[config.mk]
export PLATFORM = sky130hd
export DESIGN_NAME = bitty_sequencer
export DESIGN_NICKNAME = d
export VERILOG_FILES = /design/src/rtl/bitty_sequencer.sv
export SDC_FILE = /design/constraint.sdc
export NUM_CORES = 1
export LEC_CHECK = 0
export BUFFER_PORTS_ARGS = -buffer_cell sky130_fd_sc_hd__buf_2
export CORE_AREA = 2 2 74 90
export DETAILED_ROUTE_END_ITERATION = 10
export DIE_AREA = 0 0 76 92
export MAX_ROUTING_LAYER = met4
export PLACE_DENSITY = 0.73
export SYNTH_ARGS = -nofsm -noshare
export SYNTH_HDL_FRONTEND = slang
export SYNTH_SLANG_ARGS = --single-unit
[constraint.sdc]
create_clock -name clk -period 1.55 [get_ports clk]
set_input_delay 0.0775 -clock clk [delete_from_list [all_inputs] [get_ports clk]]
set_output_delay 0.0775 -clock clk [all_outputs]
set_load 0.01 [all_outputs]
[src/rtl/bitty_sequencer.sv]
// -----------------------------------------------------------------------------
// bitty_sequencer
//
// Walks an instruction memory from start_addr to end_addr (inclusive, wrapping
// modulo 2^ADDR_W) and feeds each 16-bit word to a bitty_core. For every
// address it fetches the word, launches the core with a one-cycle run pulse,
// then waits for core_done. A per-instruction watchdog halts the sequence and
// raises a sticky timeout_err if the core never completes.
//
// Ports
//   clk, reset          : rising-edge clock, synchronous active-high reset
//   start               : begin a program run (honoured only in IDLE/HALT)
//   start_addr/end_addr : first / last program address (inclusive)
//   mem_req/mem_addr    : instruction-memory read request and address (= pc)
//   mem_valid/mem_rdata : read data handshake and instruction word
//   instruction         : word presented to the core, held until next fetch
//   run                 : one-cycle launch pulse to the core
//   core_done           : core completion flag (honoured only in EXEC)
//   busy/halted         : status decoded from the state register
//   timeout_err         : sticky core-timeout flag, cleared by start
//   pc                  : current program address
//   inst_count          : completed instructions, saturating at 16'hFFFF
// -----------------------------------------------------------------------------
module bitty_sequencer #(
    parameter int ADDR_W  = 8,
    parameter int TIMEOUT = 64
) (
    input  logic              clk,
    input  logic              reset,
    input  logic              start,
    input  logic [ADDR_W-1:0] start_addr,
    input  logic [ADDR_W-1:0] end_addr,
    output logic              mem_req,
    output logic [ADDR_W-1:0] mem_addr,
    input  logic              mem_valid,
    input  logic [15:0]       mem_rdata,
    output logic [15:0]       instruction,
    output logic              run,
    input  logic              core_done,
    output logic              busy,
    output logic              halted,
    output logic              timeout_err,
    output logic [ADDR_W-1:0] pc,
    output logic [15:0]       inst_count
);

    localparam logic [2:0] S_IDLE  = 3'd0;
    localparam logic [2:0] S_FETCH = 3'd1;
    localparam logic [2:0] S_ISSUE = 3'd2;
    localparam logic [2:0] S_EXEC  = 3'd3;
    localparam logic [2:0] S_HALT  = 3'd4;

    // The watchdog counts from 0 in the first EXEC cycle; reaching TIMEOUT-1
    // happens on the edge leaving the cycle where the count is TIMEOUT-2, so
    // the sequencer halts exactly TIMEOUT cycles after the run pulse.
    localparam int              TMR_W    = (TIMEOUT > 2) ? $clog2(TIMEOUT) : 1;
    localparam int              TMR_LIM  = (TIMEOUT >= 2) ? (TIMEOUT - 2) : 0;
    localparam logic [TMR_W-1:0] TMR_LAST = TMR_W'(TMR_LIM);

    logic [2:0]        state_q, state_d;
    logic [ADDR_W-1:0] pc_q, pc_d;
    logic [15:0]       instr_q, instr_d;
    logic [15:0]       cnt_q, cnt_d;
    logic              terr_q, terr_d;
    logic [TMR_W-1:0]  tmr_q, tmr_d;

    // Next-state and datapath update for the fetch/issue/execute sequence.
    always_comb begin
        state_d = state_q;
        pc_d    = pc_q;
        instr_d = instr_q;
        cnt_d   = cnt_q;
        terr_d  = terr_q;
        tmr_d   = tmr_q;
        case (state_q)
            S_IDLE, S_HALT: begin
                if (start) begin
                    pc_d    = start_addr;
                    cnt_d   = 16'd0;
                    terr_d  = 1'b0;
                    state_d = S_FETCH;
                end else begin
                    state_d = state_q;
                end
            end
            S_FETCH: begin
                if (mem_valid) begin
                    instr_d = mem_rdata;
                    state_d = S_ISSUE;
                end else begin
                    state_d = S_FETCH;
                end
            end
            S_ISSUE: begin
                tmr_d   = {TMR_W{1'b0}};
                state_d = S_EXEC;
            end
            S_EXEC: begin
                if (core_done) begin
                    if (cnt_q != 16'hFFFF) begin
                        cnt_d = cnt_q + 16'd1;
                    end else begin
                        cnt_d = cnt_q;
                    end
                    if (pc_q == end_addr) begin
                        state_d = S_HALT;
                    end else begin
                        pc_d    = pc_q + ADDR_W'(1);
                        state_d = S_FETCH;
                    end
                end else if (tmr_q == TMR_LAST) begin
                    terr_d  = 1'b1;
                    state_d = S_HALT;
                end else begin
                    tmr_d = tmr_q + TMR_W'(1);
                end
            end
            default: begin
                state_d = S_IDLE;
            end
        endcase
    end

    // State and datapath registers; reset wins over every other input.
    always_ff @(posedge clk) begin
        if (reset) begin
            state_q <= S_IDLE;
            pc_q    <= {ADDR_W{1'b0}};
            instr_q <= 16'h0000;
            cnt_q   <= 16'd0;
            terr_q  <= 1'b0;
            tmr_q   <= {TMR_W{1'b0}};
        end else begin
            state_q <= state_d;
            pc_q    <= pc_d;
            instr_q <= instr_d;
            cnt_q   <= cnt_d;
            terr_q  <= terr_d;
            tmr_q   <= tmr_d;
        end
    end

    // Handshake and status outputs come straight from the state register so
    // that no input reaches an output combinationally.
    assign mem_req     = (state_q == S_FETCH);
    assign run         = (state_q == S_ISSUE);
    assign busy        = (state_q == S_FETCH) || (state_q == S_ISSUE) || (state_q == S_EXEC);
    assign halted      = (state_q == S_HALT);
    assign mem_addr    = pc_q;
    assign pc          = pc_q;
    assign instruction = instr_q;
    assign inst_count  = cnt_q;
    assign timeout_err = terr_q;

endmodule

; ---- Word-level counts from Yosys, hierarchy flattened
; Index checks and enable logic that the tools add are counted.
[word_totals]
out_inout_bits = 53
regBits = 50
[op_classes]
n_reduce_logical = 12
n_mux = 21
n_eq_ne = 15
addsub = 3
[op_table]
columns = cell, count
row1 = $mux W16, 3
row2 = $pmux W16 S2, 1
row3 = $mux W8, 3
row4 = $add A16 B1 Y16 const B, 1
row5 = $ne A16 B16 Y1 const B, 1
row6 = $pmux W8 S2, 1
row7 = $ne A2 B2 Y1 const B, 7
row8 = $mux W3, 4
row9 = $mux W6, 2
row10 = $pmux W3 S4, 1
row11 = $pmux W6 S2, 1
row12 = $reduce_and A4 Y1, 3
row13 = $add A8 B1 Y8 const B, 1
row14 = $eq A8 B8 Y1, 1
row15 = $add A6 B1 Y6 const B, 1
row16 = $eq A3 B2 Y1 const B, 2
row17 = $eq A6 B6 Y1 const B, 1
row18 = $reduce_and A2 Y1, 2
row19 = $reduce_bool A2 Y1, 2
row20 = $eq A3 B1 Y1 const B, 1
row21 = $eq A3 B3 Y1 const B, 1
row22 = $logic_not A3 Y1, 1
row23 = $mux W1, 3
row24 = $ne A3 B3 Y1 const B, 1
row25 = other kinds (5), 6

; ---- Depth between registers and ports, before layout
; Gate-level depths: netlist of the first run.
[logic_depth]
word_depth = 4
depth_mapped = 7
mapped_depth_nobuf = 6

; ---- Least setup slack after synthesis of the first run
; OpenSTA, ideal clock, no wires.
[synth_path]
kind = register to register
from = register cnt_q[0] (netlist: inst_count[0])
to = register cnt_q[2] (netlist: inst_count[2])
synth_period_minus_slack_ps = 1783
required_time_ps = 1434
t_arrival_ps = 1667
stages_incl_launch_ff = 7
path_slack_ps = -233
cell_sequence = dfxtp_1 -> ha_1 -> clkbuf_1 -> nand2_1 -> nor4_4 -> a21oi_2 -> a31o_2
[synth_between]
elab_chain_cells = 4
[synth_rtl]
columns = item, line_no
row1 = start: declaration, 63  ; logic [15:0] cnt_q, cnt_d;
row2 = start signal: assignment, 137  ; cnt_q <= cnt_d;
row3 = $add A16 B1 Y16, 101  ; cnt_d = cnt_q + 16'd1;
row4 = $mux W16, 100  ; if (cnt_q != 16'hFFFF) begin
row5 = $mux W16, 99  ; if (core_done) begin
row6 = $pmux W16 S2, 75  ; case (state_q)
; Several ways; a longest one is shown, not always the timed one. The select of a mux whose other input is x is not followed.
; A chain may end at the register's enable or synchronous reset.

; ---- Final worst setup path of the first run
[layout_path]
from = register pc_q[0] (netlist: mem_addr[0])
to = register state_q[0]
[layout_between]
elab_chain_cells = 4
[layout_rtl]
columns = item, line_no
row1 = start: declaration, 61  ; logic [ADDR_W-1:0] pc_q, pc_d;
row2 = start signal: assignment, 128  ; pc_q <= {ADDR_W{1'b0}};
row3 = start signal: assignment, 135  ; pc_q <= pc_d;
row4 = $eq A8 B8 Y1, 105  ; if (pc_q == end_addr) begin
row5 = $mux W3, 105
row6 = $mux W3, 99
row7 = $pmux W3 S4, 75
row8 = end signal: assignment, 134  ; state_q <= state_d;
row9 = end: declaration, 60  ; logic [2:0] state_q, state_d;
; No other way between the ends.

==> impl_metrics.csv, run 1 <==
group,metric,value,unit
routing,met1_length,3472,µm
final_layout,area_growth,55.79,%
synth,syn_area,2711,µm²
cts,cts_tree,"yes",
placed_design,io_buffers,89,
synth,synth_cells,330,
placed_design,gp_congestion,0.8747,
routing,wire_per_inst,14.34,µm
run_status,status,"finished with violations",
timing,hold_viol,0,
synth,netlist.area_leader.share,0.3692,
pwr,peakVddDrop,0.6103,mV
timing,rsz0062_at_grt,"true",
timing,final.setup_skew,19.99,ps
cts,clock_path_buffers,2,
routing,route.met3.wl,399,µm
worst_setup_path,worstPathArrival,1870,ps
routing,dr.pass1.iters,4,
synth,synth_largest_area_cell,"dfxtp_1",
worst_setup_path,worstSetupPathType,"register to register",
cts,root_buffer,"clkbuf_8",
die,chipWidth,76,µm
synth,syn_avg_cell_area,8.216,µm²
routing,routed_wl,8217,µm
global_routing,grt_pass1_wl,12900,µm
synth,ys_seq_area_frac,0.3692,
routing,vias_per_cell,5.272,
routing,drtIter0Drc,130,
global_routing,grt_pass1_vias,2863,
final_layout,most-common-layout-cells,"buf_2 (89), buf_4 (68), nand2_1 (48)",
worst_setup_path,crit_required,1760,ps
routing,ant_nets,0,
global_routing,grt_overflow,0,
die,core.rowCount,32,
die,dieArea,6992,µm²
worst_setup_path,cp-start-kind,"register",
global_routing,grt_usage,0.2290,
hold_path,min_path_type,"input pin to register",
final_layout,antenna_cells,0,
timing,slew_violations,0,
cts,clock_latency,310,ps
timing,fin_crit,1659,ps
routing,top_layer,"met4",
synth,syn_nets,371,
worst_setup_path,endpoint_kind,"register",
die,start_util,0.4369,
synth,synthArstFlopShare,0,
job,cap_viol_max_count,0,
routing,routed-wl-met2,4218,µm
final_layout,mostFrequentLayoutCell,"buf_2",
timing,slew-limit-headroom,0.7084,
synth,ys_top_cells_by_area,"dfxtp_1 (37%), nand2_1 (6.9%), xnor2_1 (6.1%)",
worst_setup_path,critPathMaxFanout,3,
synth,ys_warn_count,0,
timing,setup_ws,-109.0,ps
synth,synth-edff-count,0,
final_layout,layout.nets,528,
final_layout,drive_gt1_frac,0.4836,
run_status,violations,"negative setup slack",
global_routing,grt_max_degree,20,
routing,vias,3021,
synth,synth-seq-cells,50,
die,core-area,6206,µm²
die,die-height,92,µm
global_routing,antenna_found_initial,0,
synth,synth_cell_types,56,
cts,clkSlewWorstSetupHoldPaths,110,ps
placed_design,dp_hpwl,5490,µm
final_layout,stdcell_count,573,
cts,cts_num_sinks,50,
die,pin_count,90,
synth,ys.flop_type,"dfxtp_1",
timing,worst_pin_slew,431.8,ps
pwr,powerDensity,775.3,nW/µm²
cts,cts_buffers,5,
timing,min_period_over_period,1.070,
routing,drc_errors,0,
placed_design,pre_cts_ws,-151.5,ps
timing,max_freq,602.8,MHz
pwr,power.leakage,1.804,nW
cts,cts-htree-levels,2,
placed_design,place_inst,529,
final_layout,fill_cells,477,
timing,finalSetupViolCount,17,
-- Yosys cell counts (all sizes together) (5+ instances only) --
cell type  instances
nand3             13
nor2              40
a211oi             8
buf               14
inv                6
xnor2             19
nand2             50
nand4              7
nor4               5
a21oi             28
and3               5
dfxtp             50
clkbuf            13
-- report_power, final --
part           internal, mW  switching (mW)
clock network         0.485           0.480
logic                 0.458           0.463
registers              1.34          0.0457
total                  2.29           0.988
-- critical path, cell delays in order, from the launching register on --
cell and delay (ps):
dfxtp_4 370, xnor2_2 120, nand4_1 190, buf_4 160, nor2_2 40, or3b_1 360
a311oi_2 310
-- metal layers --
layer	GRT usage	vias up
met4	0.08636	0
li1	-	1471
met5	-	-
met3	0.04626	13
met2	0.3973	108
met1	0.2618	1429
-- through the flow --
step                hold WS, ps  cell area, µm²  total power, mW    util  TNS [ps]
floorplan                 213.5            2759            1.852       -    -264.9
global placement          317.6            3540            2.132  0.5704     -1030
detailed placement        322.6            3540            2.148  0.5704     -2000
CTS                       2.484            3938            3.174  0.6345    -142.9
global route              24.79            4224            3.428  0.6806     -2849
finish                    14.98            4224            3.275  0.6806    -568.8
-- flip-flops by register name, summed over array words and instances (netlist names) --
name,cells
instruction,16
tmr_q,6
inst_count,16
mem_addr,8
state_q,3
timeout_err,1
-- final timing paths --
kind / start / to / slack [ps] / cells past startpoint
worst max-delay path: mem_addr[0]$_SDFFE_PP0P_ / state_q[0]$_SDFFE_PP0P_ / -110 / 6
worst min-delay path: mem_rdata[15] / instruction[15]$_SDFFE_PP0P_ / 10 / 3
worst max register to register: mem_addr[0]$_SDFFE_PP0P_ / state_q[0]$_SDFFE_PP0P_ / -110 / 6
worst min register to register: instruction[11]$_SDFFE_PP0P_ / instruction[11]$_SDFFE_PP0P_ / 460 / 2
-- cell type report --
class	count	area, µm²	share of cell area
Sequential cell	50	1033	0.2447
Tap cell	85	106.4	0.02518
Clock inverter	3	43.79	0.01037
Inverter	6	22.52	0.005332
Clock buffer	5	68.82	0.01629
Timing Repair Buffer	177	1174	0.2778
Multi-Input combinational cell	247	1775	0.4203
-- timing repair --
action | CTS | global route
pin swaps | 20 | 30
endpoints found under the setup margin | 24 | 32
hold buffers | 13 | 0
gates resized for setup | 23 | 40
endpoints found under the hold margin | 13 | 0
buffers inserted | 10 | 13
-- kinds of logic after synthesis --
kind of cell             after synthesis  share of synthesized area
AO/OA/AOI/OAI                         66                     0.1772
XOR/XNOR                              23                    0.07430
adder cells (fa/ha/maj)                4                    0.01846
buffers and inverters                 33                    0.06876
flip-flops                            50                     0.3692
multiplexers                           4                    0.01477
AND/OR/NAND/NOR                      150                     0.2773
Note: power is estimated with default switching activity, not from simulation.
==> inputs of run 2 (changes only) <==
--- a/config.mk
+++ b/config.mk
@@ -8,7 +8,7 @@
 export BUFFER_PORTS_ARGS = -buffer_cell sky130_fd_sc_hd__buf_2
-export CORE_AREA = 2 2 74 90
+export CORE_AREA = 2 2 70 85
 export DETAILED_ROUTE_END_ITERATION = 10
-export DIE_AREA = 0 0 76 92
+export DIE_AREA = 0 0 72 87
 export MAX_ROUTING_LAYER = met4
-export PLACE_DENSITY = 0.73
+export PLACE_DENSITY = 0.78
 export SYNTH_ARGS = -nofsm -noshare
==> constraint.sdc (replaced) <==
create_clock -name clk -period 1.6 [get_ports clk]
set_input_delay 0.24 -clock clk [delete_from_list [all_inputs] [get_ports clk]]
set_output_delay 0.24 -clock clk [all_outputs]
set_load 0.01 [all_outputs]
==> run 2 against run 1 <==
Effect of this change: critical path depth did not move; sequential cell count did not move; combinational power fell by 13%; total power fell by 11%; via count fell by 5.6%; worst hold slack improved by 140 ps; the flow still finishes with violations (negative setup slack); clock-buffer cell count rose by 2; global-route usage rose by 0.90 points; sequential share of layout area rose by 1.9 points.
==> impl_metrics.csv, run 2 (same netlist as run 1, synthesis figures left out) <==
group,metric,value,unit
run_status,status,"finished with violations",
run_status,violations,"negative setup slack",
final_layout,most-common-layout-cells,"buf_2 (89), nand2_1 (48), buf_4 (47)",
placed_design,gp_congestion,0.8145,
routing,vias,2853,
worst_setup_path,worstSetupPathType,"register to register",
worst_setup_path,crit_required,1800,ps
pwr,switchingPower,0.9035,mW
cts,clock_path_buffers,2,
die,core-area,5518,µm²
die,chipWidth,72,µm
timing,finalSetupViolCount,1,
cts,clock_latency,310,ps
global_routing,antenna_found_initial,0,
timing,min_period_over_period,1.016,
pwr,seqPwrFrac,0.459,
timing,fin_hold_ws,155.7,ps
worst_setup_path,worstPathArrival,1820,ps
final_layout,antenna_cells,0,
pwr,powerDensity,757.3,nW/µm²
timing,fin_crit,1625,ps
pwr,pwr-share-clk,0.267,
final_layout,area_growth,42.69,%
worst_setup_path,worstPathCellList,"and4b_2 -> o2111ai_4 -> buf_4 -> nor4_4 -> xnor2_1 -> nor2_1",
pwr,peakVddDrop,0.4991,mV
die,core.rowCount,30,
routing,vias_per_cell,5.497,
global_routing,grt_max_degree,28,
pwr,internal-power,2.026,mW
routing,dr.pass1.iters,4,
placed_design,dp_hpwl,5333,µm
worst_setup_path,cpPeakStageDelay,390,ps
global_routing,grt_pass1_wl,11570,µm
timing,setup_ws,-24.97,ps
timing,rsz0062_at_grt,"true",
timing,worst_pin_slew,483.9,ps
final_layout,stdcell_count,519,
die,pin_count,90,
routing,ant_nets,0,
die,dieArea,6264,µm²
cts,cts_buffers,5,
placed_design,pre_cts_ws,-161.5,ps
cts,cts_num_sinks,50,
final_layout,layout.nets,495,
cts,clkSlewWorstSetupHoldPaths,100,ps
global_routing,grt_pass1_vias,2599,
timing,final.setup_skew,8.809,ps
timing,max_freq,615.4,MHz
final_layout,drive_gt1_frac,0.4505,
timing,slew_violations,0,
hold_path,min_path_type,"input pin to register",
cts,cts_tree,"yes",
pwr,combPwrFrac,0.274,
worst_setup_path,critPathMaxFanout,4,
worst_setup_path,cp_slowest_cell,"dfxtp_2",
die,die-height,87,µm
pwr,p_sw_frac,0.3084,
die,start_util,0.4914,
placed_design,io_buffers,89,
final_layout,mostFrequentLayoutCell,"buf_2",
global_routing,grt_overflow,0,
placed_design,place_inst,498,
routing,drtIter0Drc,175,
timing,hold_viol,0,
job,cap_viol_max_count,0,
routing,wire_per_inst,14.49,µm
routing,drc_errors,0,
routing,routed_wl,7521,µm
worst_setup_path,cp-start-kind,"register",
cts,cts-htree-levels,2,
timing,slew-limit-headroom,0.6766,
worst_setup_path,endpoint_kind,"register",
global_routing,grt_usage,0.2380,
pwr,power.leakage,1.607,nW
cts,root_buffer,"clkbuf_8",
-- run 2: changes by cell type in the layout (fill, tap and decap cells not counted), sizes merged --
cell,delta
buf,-20
bufinv,-1
clkbuf,+2
clkinv,-1
dlygate4sd3,-13
-- run 2: final cells by class --
type	instances	area, µm²
Multi-Input combinational cell	247	1754
Fill cell	427	1649
Sequential cell	50	1020
Clock inverter	1	8.758
Inverter	6	22.52
Timing Repair Buffer	144	897.1
Tap cell	64	80.08
Clock buffer	7	86.33
-- run 2: worst max-delay path: cells and delay by family (launching register included) --
family | cells | cell delay, ps
buffers and inverters | 1 | 210
AO/OA/AOI/OAI | 1 | 220
flip-flops | 1 | 390
AND/OR/NAND/NOR | 3 | 550
XOR/XNOR | 1 | 160
-- run 2: final timing paths --
kind / startpoint / to / slack, ps / cells after the start
worst min register to register: instruction[2]$_SDFFE_PP0P_ / instruction[2]$_SDFFE_PP0P_ / 450 / 2
worst max-delay path: state_q[0]$_SDFFE_PP0P_ / inst_count[11]$_SDFFE_PP0P_ / -20 / 6
worst min-delay path: mem_rdata[9] / instruction[9]$_SDFFE_PP0P_ / 160 / 3
worst max register to register: state_q[0]$_SDFFE_PP0P_ / inst_count[11]$_SDFFE_PP0P_ / -20 / 6
-- run 2: repair_timing --
item | 4_1_cts | 5_1_grt
resized for setup | 13 | 41
setup endpoints to repair | 24 | 30
hold buffers | 0 | 0
buffers inserted | 7 | 6
pin swaps | 9 | 28
-- run 2: power by group through the flow --
stage / Clock, mW / Sequential [mW] / Combinational [mW]
after floorplan: 0 / 1.40 / 0.391
after global placement: 0 / 1.37 / 0.662
after detailed placement: 0 / 1.37 / 0.676
after CTS: 0.801 / 1.34 / 0.709
after global routing: 0.850 / 1.35 / 0.873
final: 0.782 / 1.34 / 0.803
-- run 2: routing by layer --
metal  global-route usage  part of all wire  vias up
met5                    -                 0        -
met4              0.08576             0.012        0
met3              0.04167             0.052        9
met2               0.4234              0.54      101
met1               0.2655              0.39     1335
li1                     -                 -     1408
-- run 2: per-stage QoR --
step                cell area, µm²    util  total power, mW  setup TNS [ps]
global route                  3869  0.7011            3.074          -459.8
finish                        3869  0.7011            2.930          -24.97
global placement              3432  0.6220            2.029          -88.63
CTS                           3616  0.6553            2.853               0
floorplan                     2753       -            1.793               0
detailed placement            3432  0.6220            2.045          -870.1
